`src/rtl/mult_arbiter.sv`:
```
// mult_arbiter: round-robin front end that shares one external 8x8 signed
// sequential multiplier among NREQ requesters.
// Sequence: accept one request, pulse start, wait for the multiplier, then
// hold the response until it is taken. Only one operation is in flight.
// Optional feature: define MULT_ARB_TIMEOUT_EN to bound the WAIT state to
// TIMEOUT cycles. On expiry the response carries rsp_err=1 and a zero product.
module mult_arbiter #(
    parameter int unsigned NREQ    = 4,
    parameter int unsigned ID_W    = 2,
    parameter int unsigned TIMEOUT = 15
) (
    input  logic                clk,
    input  logic                rst,
    input  logic [NREQ-1:0]     req_valid,
    input  logic [8*NREQ-1:0]   req_a,
    input  logic [8*NREQ-1:0]   req_b,
    output logic [NREQ-1:0]     req_ready,
    output logic                mul_start,
    output logic [7:0]          mul_a,
    output logic [7:0]          mul_b,
    input  logic [15:0]         mul_product,
    input  logic                mul_ready,
    output logic                rsp_valid,
    input  logic                rsp_ready,
    output logic [ID_W-1:0]     rsp_id,
    output logic [15:0]         rsp_product,
    output logic                rsp_err,
    output logic                busy
);

    localparam int unsigned OPND_W  = 8;
    localparam int unsigned PROD_W  = 16;
    localparam int unsigned MAX_REQ = 8;
    localparam int unsigned SEL_W   = 3;
    localparam int unsigned PAD_W   = MAX_REQ * OPND_W;
    // An illegal parameter set never grants, so the problem shows up at once in simulation
    localparam bit CFG_OK = (NREQ >= 2) && (NREQ <= MAX_REQ) &&
                            ((32'd1 << ID_W) >= NREQ) && (TIMEOUT >= 1);

    typedef enum logic [1:0] {
        ST_IDLE  = 2'd0,
        ST_START = 2'd1,
        ST_WAIT  = 2'd2,
        ST_RESP  = 2'd3
    } state_e;

    state_e              state_q, state_d;
    logic [ID_W-1:0]     ptr_q, ptr_d;
    logic [ID_W-1:0]     id_q, id_d;
    logic [OPND_W-1:0]   a_q, a_d;
    logic [OPND_W-1:0]   b_q, b_d;
    logic [PROD_W-1:0]   prod_q, prod_d;
    logic                first_q, first_d;

`ifdef MULT_ARB_TIMEOUT_EN
    localparam int unsigned CNT_W = $clog2(TIMEOUT + 1);
    logic [CNT_W-1:0]    cnt_q, cnt_d;
    logic                err_q, err_d;
`endif

    logic [MAX_REQ-1:0]  valid_pad;
    logic [PAD_W-1:0]    a_pad, b_pad;
    logic [SEL_W-1:0]    grant_sel;
    logic                grant_found;
    logic                take;
    logic [NREQ-1:0]     grant_oh;
    int unsigned         cand;

    // Requester vectors padded to the maximum width so the grant index is fixed-size
    assign valid_pad = MAX_REQ'(req_valid);
    assign a_pad     = PAD_W'(req_a);
    assign b_pad     = PAD_W'(req_b);

    // Cyclic search for the first valid requester at or after ptr
    always_comb begin
        grant_found = 1'b0;
        grant_sel   = '0;
        cand        = 0;
        for (int unsigned k = 0; k < NREQ; k++) begin
            cand = (32'(ptr_q) + k) % NREQ;
            if (!grant_found && valid_pad[SEL_W'(cand)]) begin
                grant_found = 1'b1;
                grant_sel   = SEL_W'(cand);
            end
        end
    end

    assign take      = grant_found && CFG_OK;
    assign grant_oh  = NREQ'(8'b1 << grant_sel);
    assign req_ready = (state_q == ST_IDLE && take && !rst) ? grant_oh : '0;

    // Next-state and datapath update
    always_comb begin
        state_d = state_q;
        ptr_d   = ptr_q;
        id_d    = id_q;
        a_d     = a_q;
        b_d     = b_q;
        prod_d  = prod_q;
        first_d = first_q;
`ifdef MULT_ARB_TIMEOUT_EN
        cnt_d   = cnt_q;
        err_d   = err_q;
`endif
        case (state_q)
            ST_IDLE: begin
                if (take) begin
                    a_d     = a_pad[{grant_sel, 3'b000} +: OPND_W];
                    b_d     = b_pad[{grant_sel, 3'b000} +: OPND_W];
                    id_d    = ID_W'(grant_sel);
                    ptr_d   = ID_W'((32'(grant_sel) + 32'd1) % NREQ);
                    state_d = ST_START;
                end
            end
            ST_START: begin
                first_d = 1'b1;
`ifdef MULT_ARB_TIMEOUT_EN
                cnt_d   = '0;
`endif
                state_d = ST_WAIT;
            end
            ST_WAIT: begin
                // The first WAIT cycle may still see a done flag left over from an earlier run
                first_d = 1'b0;
                if (!first_q && mul_ready) begin
                    prod_d  = mul_product;
`ifdef MULT_ARB_TIMEOUT_EN
                    err_d   = 1'b0;
`endif
                    state_d = ST_RESP;
                end
`ifdef MULT_ARB_TIMEOUT_EN
                else if (cnt_q == CNT_W'(TIMEOUT - 1)) begin
                    prod_d  = '0;
                    err_d   = 1'b1;
                    state_d = ST_RESP;
                end else begin
                    cnt_d   = cnt_q + CNT_W'(1);
                end
`endif
            end
            ST_RESP: begin
                if (rsp_ready) begin
                    state_d = ST_IDLE;
                end
            end
            default: begin
                state_d = ST_IDLE;
            end
        endcase
    end

    // State and datapath registers with synchronous reset
    always_ff @(posedge clk) begin
        if (rst) begin
            state_q <= ST_IDLE;
            ptr_q   <= '0;
            id_q    <= '0;
            a_q     <= '0;
            b_q     <= '0;
            prod_q  <= '0;
            first_q <= 1'b0;
`ifdef MULT_ARB_TIMEOUT_EN
            cnt_q   <= '0;
            err_q   <= 1'b0;
`endif
        end else begin
            state_q <= state_d;
            ptr_q   <= ptr_d;
            id_q    <= id_d;
            a_q     <= a_d;
            b_q     <= b_d;
            prod_q  <= prod_d;
            first_q <= first_d;
`ifdef MULT_ARB_TIMEOUT_EN
            cnt_q   <= cnt_d;
            err_q   <= err_d;
`endif
        end
    end

    assign mul_start   = (state_q == ST_START);
    assign mul_a       = a_q;
    assign mul_b       = b_q;
    assign rsp_valid   = (state_q == ST_RESP);
    assign rsp_id      = id_q;
    assign rsp_product = prod_q;
    assign busy        = (state_q != ST_IDLE);

`ifdef MULT_ARB_TIMEOUT_EN
    assign rsp_err = err_q;
`else
    assign rsp_err = 1'b0;
`endif

endmodule
```
`config.mk`:
```
export PLATFORM = sky130hd
export DESIGN_NAME = mult_arbiter
export DESIGN_NICKNAME = d
export VERILOG_FILES = /design/src/rtl/mult_arbiter.sv
export SDC_FILE = /design/constraint.sdc
export NUM_CORES = 1
export LEC_CHECK = 0
export CORE_MARGIN = 8
export CORE_UTILIZATION = 36
export CTS_BUF_LIST = sky130_fd_sc_hd__clkbuf_4
export DETAILED_ROUTE_END_ITERATION = 6
export PLACE_DENSITY_LB_ADDON = 0.12
export SLEW_MARGIN = 20
export SYNTH_ARGS = -nofsm -noshare
export SYNTH_HDL_FRONTEND = slang
export SYNTH_SLANG_ARGS = --single-unit
```
`constraint.sdc`:
```
create_clock -name clk -period 1.6 [get_ports clk]
set_input_delay 0.24 -clock clk [delete_from_list [all_inputs] [get_ports clk]]
set_output_delay 0.24 -clock clk [all_outputs]
set_load 0.01 [all_outputs]
```
==> load_flow_metrics.sql <==
INSERT INTO impl_metrics (metric_group, metric, value, unit) VALUES
('outcome', 'status', 'complete, but fails checks', ''),
('outcome', 'violations', 'negative setup slack', ''),
('drt', 'drc_errors', '0', ''),
('critical_path', 'cp_slowest_stage_delay', '0.40', 'ns'),
('clock_network', 'clkSlewWorstSetupHoldPaths', '0.14', 'ns'),
('power_and_ir_drop', 'internal-power', '3.95', 'mW'),
('finish', 'layout.cells.most_common_list', 'clkdlybuf4s50_1, nand2_1, dfxtp_1, buf_4, nor2_1', ''),
('drt', 'routed_wire_length_per_instance', '17.1', 'um'),
('floorplan', 'die-height', '96.6', 'um'),
('critical_path', 'worst_path_max_delay_cell', 'dfxtp_4', ''),
('placed_design', 'placed_cells_incl_taps', '479', ''),
('critical_path', 'reg2reg_to', 'mul_b[6]', ''),
('critical_path', 'worst-endpoint-required', '1.83', 'ns'),
('clock_network', 'clkLatencyLatePin', '0.36', 'ns'),
('logic_synthesis', 'synth_sequential_area_ratio', '33.4', '%'),
('critical_path', 'crit_buf_inv', '3', ''),
('global_routing', 'grt_remaining_overflow', '0', ''),
('placed_design', 'dpl_worst_slack', '-0.746', 'ns'),
('sta', 'final-setup-viol-count', '20', ''),
('min_path', 'timing.hold.worst.class', 'primary input to flop', ''),
('sta', 'timing.hold.ws', '0.405', 'ns'),
('logic_synthesis', 'avgSynthCellArea', '8.94', 'um^2'),
('placed_design', 'port-buffer-count', '128', ''),
('min_path', 'whs_path_depth', '3', ''),
('clock_network', 'cts.hold.buffers_added', '0', ''),
('logic_synthesis', 'yosysUniqueCellTypes', '41', ''),
('global_routing', 'first_pass_grt_wire_length', '13900', 'um'),
('clock_network', 'numCtsBuffers', '5', ''),
('logic_synthesis', 'synth-simple-area-share', '18.8', '%'),
('logic_synthesis', 'yosys_warn_count', '0', ''),
('sta', 'timing.final.ws_setup', '-0.226', 'ns'),
('min_path', 'timing.hold.worst_endpoint', 'rsp_product[7]', ''),
('critical_path', 'crit_family', 'multiplexers', ''),
('logic_synthesis', 'synth-adder-area-share', '2.14', '%'),
('placed_design', 'placement.cell_area', '3870', 'um^2'),
('clock_network', 'clock_tree.buffer_depth', '2', ''),
('drt', 'via_count', '2572', ''),
('critical_path', 'cp_data_arrival_time', '2.06', 'ns'),
('critical_path', 'ff2ff_setup_slack', '-0.23', 'ns'),
('sta', 'maxClockFrequency', '548', 'MHz'),
('power_and_ir_drop', 'switching_power', '2.61', 'mW'),
('sta', 'final_period_minus_worst_setup_slack', '1.83', 'ns'),
('sta', 'finalCritPeriodShare', '114', '%'),
('global_routing', 'grt_pass1_vias', '2680', ''),
('drt', 'detailedRoute.firstIterationViolations', '71', ''),
('drt', 'vias_per_std_cell', '5.20', ''),
('power_and_ir_drop', 'proportion_of_total_power_due_to_net_switching', '39.8', '%'),
('power_and_ir_drop', 'power_density', '1550', 'nW/um^2'),
('sta', 'worst_slew_pin_slew', '0.617', 'ns'),
('logic_synthesis', 'ys_seq_elements', '39', ''),
('floorplan', 'floorplan.die.width', '96.6', 'um'),
('finish', 'final_cell_count_without_fillers', '495', ''),
('sta', 'max-slew-margin-rel', '58.9', '%'),
('critical_path', 'critical_path.endpoint_type', 'flop', ''),
('critical_path', 'reg2reg_from', 'ptr_q[1]', ''),
('floorplan', 'floorplan.die_area', '9340', 'um^2'),
('finish', 'antenna-diode-count', '0', ''),
('finish', 'syn2layout_area_growth', '81.0', '%'),
('flow_run', 'drv.max_cap_violation_count', '0', ''),
('clock_network', 'cts_max_level', '2', ''),
('power_and_ir_drop', 'pwr-share-seq', '23.0', '%'),
('global_routing', 'grt_use_total', '17.6', '%'),
('logic_synthesis', 'multiplexer_fraction_of_the_synthesized_cell_area', '7.38', '%'),
('finish', 'layout.cells.most_common', 'clkdlybuf4s50_1', ''),
('critical_path', 'timing.setup.critical_path_class', 'flop to flop', ''),
('floorplan', 'design.portCount', '130', ''),
('floorplan', 'placeableCoreArea', '6310', 'um^2'),
('power_and_ir_drop', 'vdd.ir_drop.worst', '0.799', 'mV'),
('drt', 'ant_nets', '0', ''),
('logic_synthesis', 'synth_nets', '354', ''),
('logic_synthesis', 'post_synth_xor_area_fraction', '0', '%');
synth_stat cells:
master     n  area share [%]
a211o_1    1            0.37
a211oi_1   3            0.96
a211oi_2   1            0.53
a21o_2     1            0.37
a21oi_1   22             4.7
a221o_1    2            0.86
a221oi_1   5             1.9
a221oi_2   9             5.8
a222oi_1   1            0.43
a22o_1     2            0.75
a311oi_1   1            0.37
and3_1     4             1.1
and4b_1    1            0.43
buf_12     1            0.86
buf_4      6             1.9
buf_6      9             4.3
clkbuf_1   9             1.4
conb_1     1            0.16
dfxtp_1   39              33
ha_1       4             2.1
inv_1      8             1.3
inv_2      1            0.16
mux2_2     2            0.96
mux2i_1   15             6.4
nand2_1   37             5.9
nand2b_1   2            0.53
nor2_1    31             5.0
nor2_2     1            0.27
nor2b_1    1            0.27
nor3_1     2            0.43
nor4_4     1            0.91
o211a_1    2            0.86
o21a_1     1            0.32
o21ai_0    2            0.43
o21ai_1    2            0.43
o221a_2    2            0.96
o32ai_1    1            0.37
o41ai_1    6             2.2
o41ai_2    8             5.6
or2_2      1            0.27
or3_1     14             3.7
per-stage QoR:
stage               power (mW)  setup TNS, ns  util [%]
floorplan                 3.62              0         -
global placement          5.38         -14.21      61.3
detailed placement        5.46         -14.48      61.3
CTS                       6.32          -3.02      64.9
global route              7.05          -4.79      67.1
finish                    6.57          -3.78      67.1
area by class of cell:
type,instances,area (um^2),area share (%)
clock buffer,5,37.5,0.886
multi-input combinational,189,1580,37.3
clock inverter,3,25.0,0.591
inverter,9,38.8,0.916
sequential,39,791,18.7
timing repair buffer,173,1670,39.4
tap,77,96.3,2.27
power groups by stage:
stage	registers, mW	clock network [mW]	logic (mW)
floorplan	1.60	0	2.02
CTS	1.51	0.586	4.23
global route	1.55	0.627	4.87
detailed placement	1.52	0	3.94
global placement	1.51	0	3.87
finish	1.51	0.553	4.50
tightest hold or removal path, cell delays in order:
cell	delay, ns
clkdlybuf4s50_1	0.39
nand2_1	0.05
a21oi_1	0.05
routing by layer:
metal	up-vias	part of all wire, %	GRT usage, %
met5	-	0	0
met4	0	0.87	2.84
met3	9	7.6	6.40
met2	93	48	30.1
met1	1204	44	20.8
li1	1266	-	-
flip-flops by register name, indices dropped and copies added (netlist names):
register,count
mul_b,8
mul_a,8
ptr_q,2
first_q,1
state_q,2
rsp_product,16
rsp_id,2
worst max-delay path by stage:
stage | start | end | slack, ns | cells after the start
after global routing | ptr_q[1] | req_ready[3] | -0.27 | 6
final | ptr_q[1] | mul_b[6] | -0.23 | 8
after global placement | req_valid[0] | req_ready[2] | -0.68 | 6
after CTS | ptr_q[1] | req_ready[0] | -0.21 | 4
after floorplan | ptr_q[1] | mul_a[7] | 0.007 | 7
after detailed placement | req_valid[0] | req_ready[2] | -0.75 | 6
logic make-up (layout without fill, tap and decap cells):
kind of cell | count (synthesis) | count (layout)
other | 1 | 1
multiplexers | 17 | 17
AND/OR/NAND/NOR | 95 | 95
buffers and inverters | 34 | 190
adder cells (fa/ha/maj) | 4 | 4
AO/OA/AOI/OAI | 72 | 72
flip-flops | 39 | 39
timing repair:
| item | 4_1_cts | 5_1_grt |
|---|---|---|
| pin swaps | 7 | 13 |
| endpoints found under the setup margin | 24 | 42 |
| gates resized for setup | 59 | 33 |
| buffers inserted | 4 | 5 |
(Power assumes the default switching activity.)
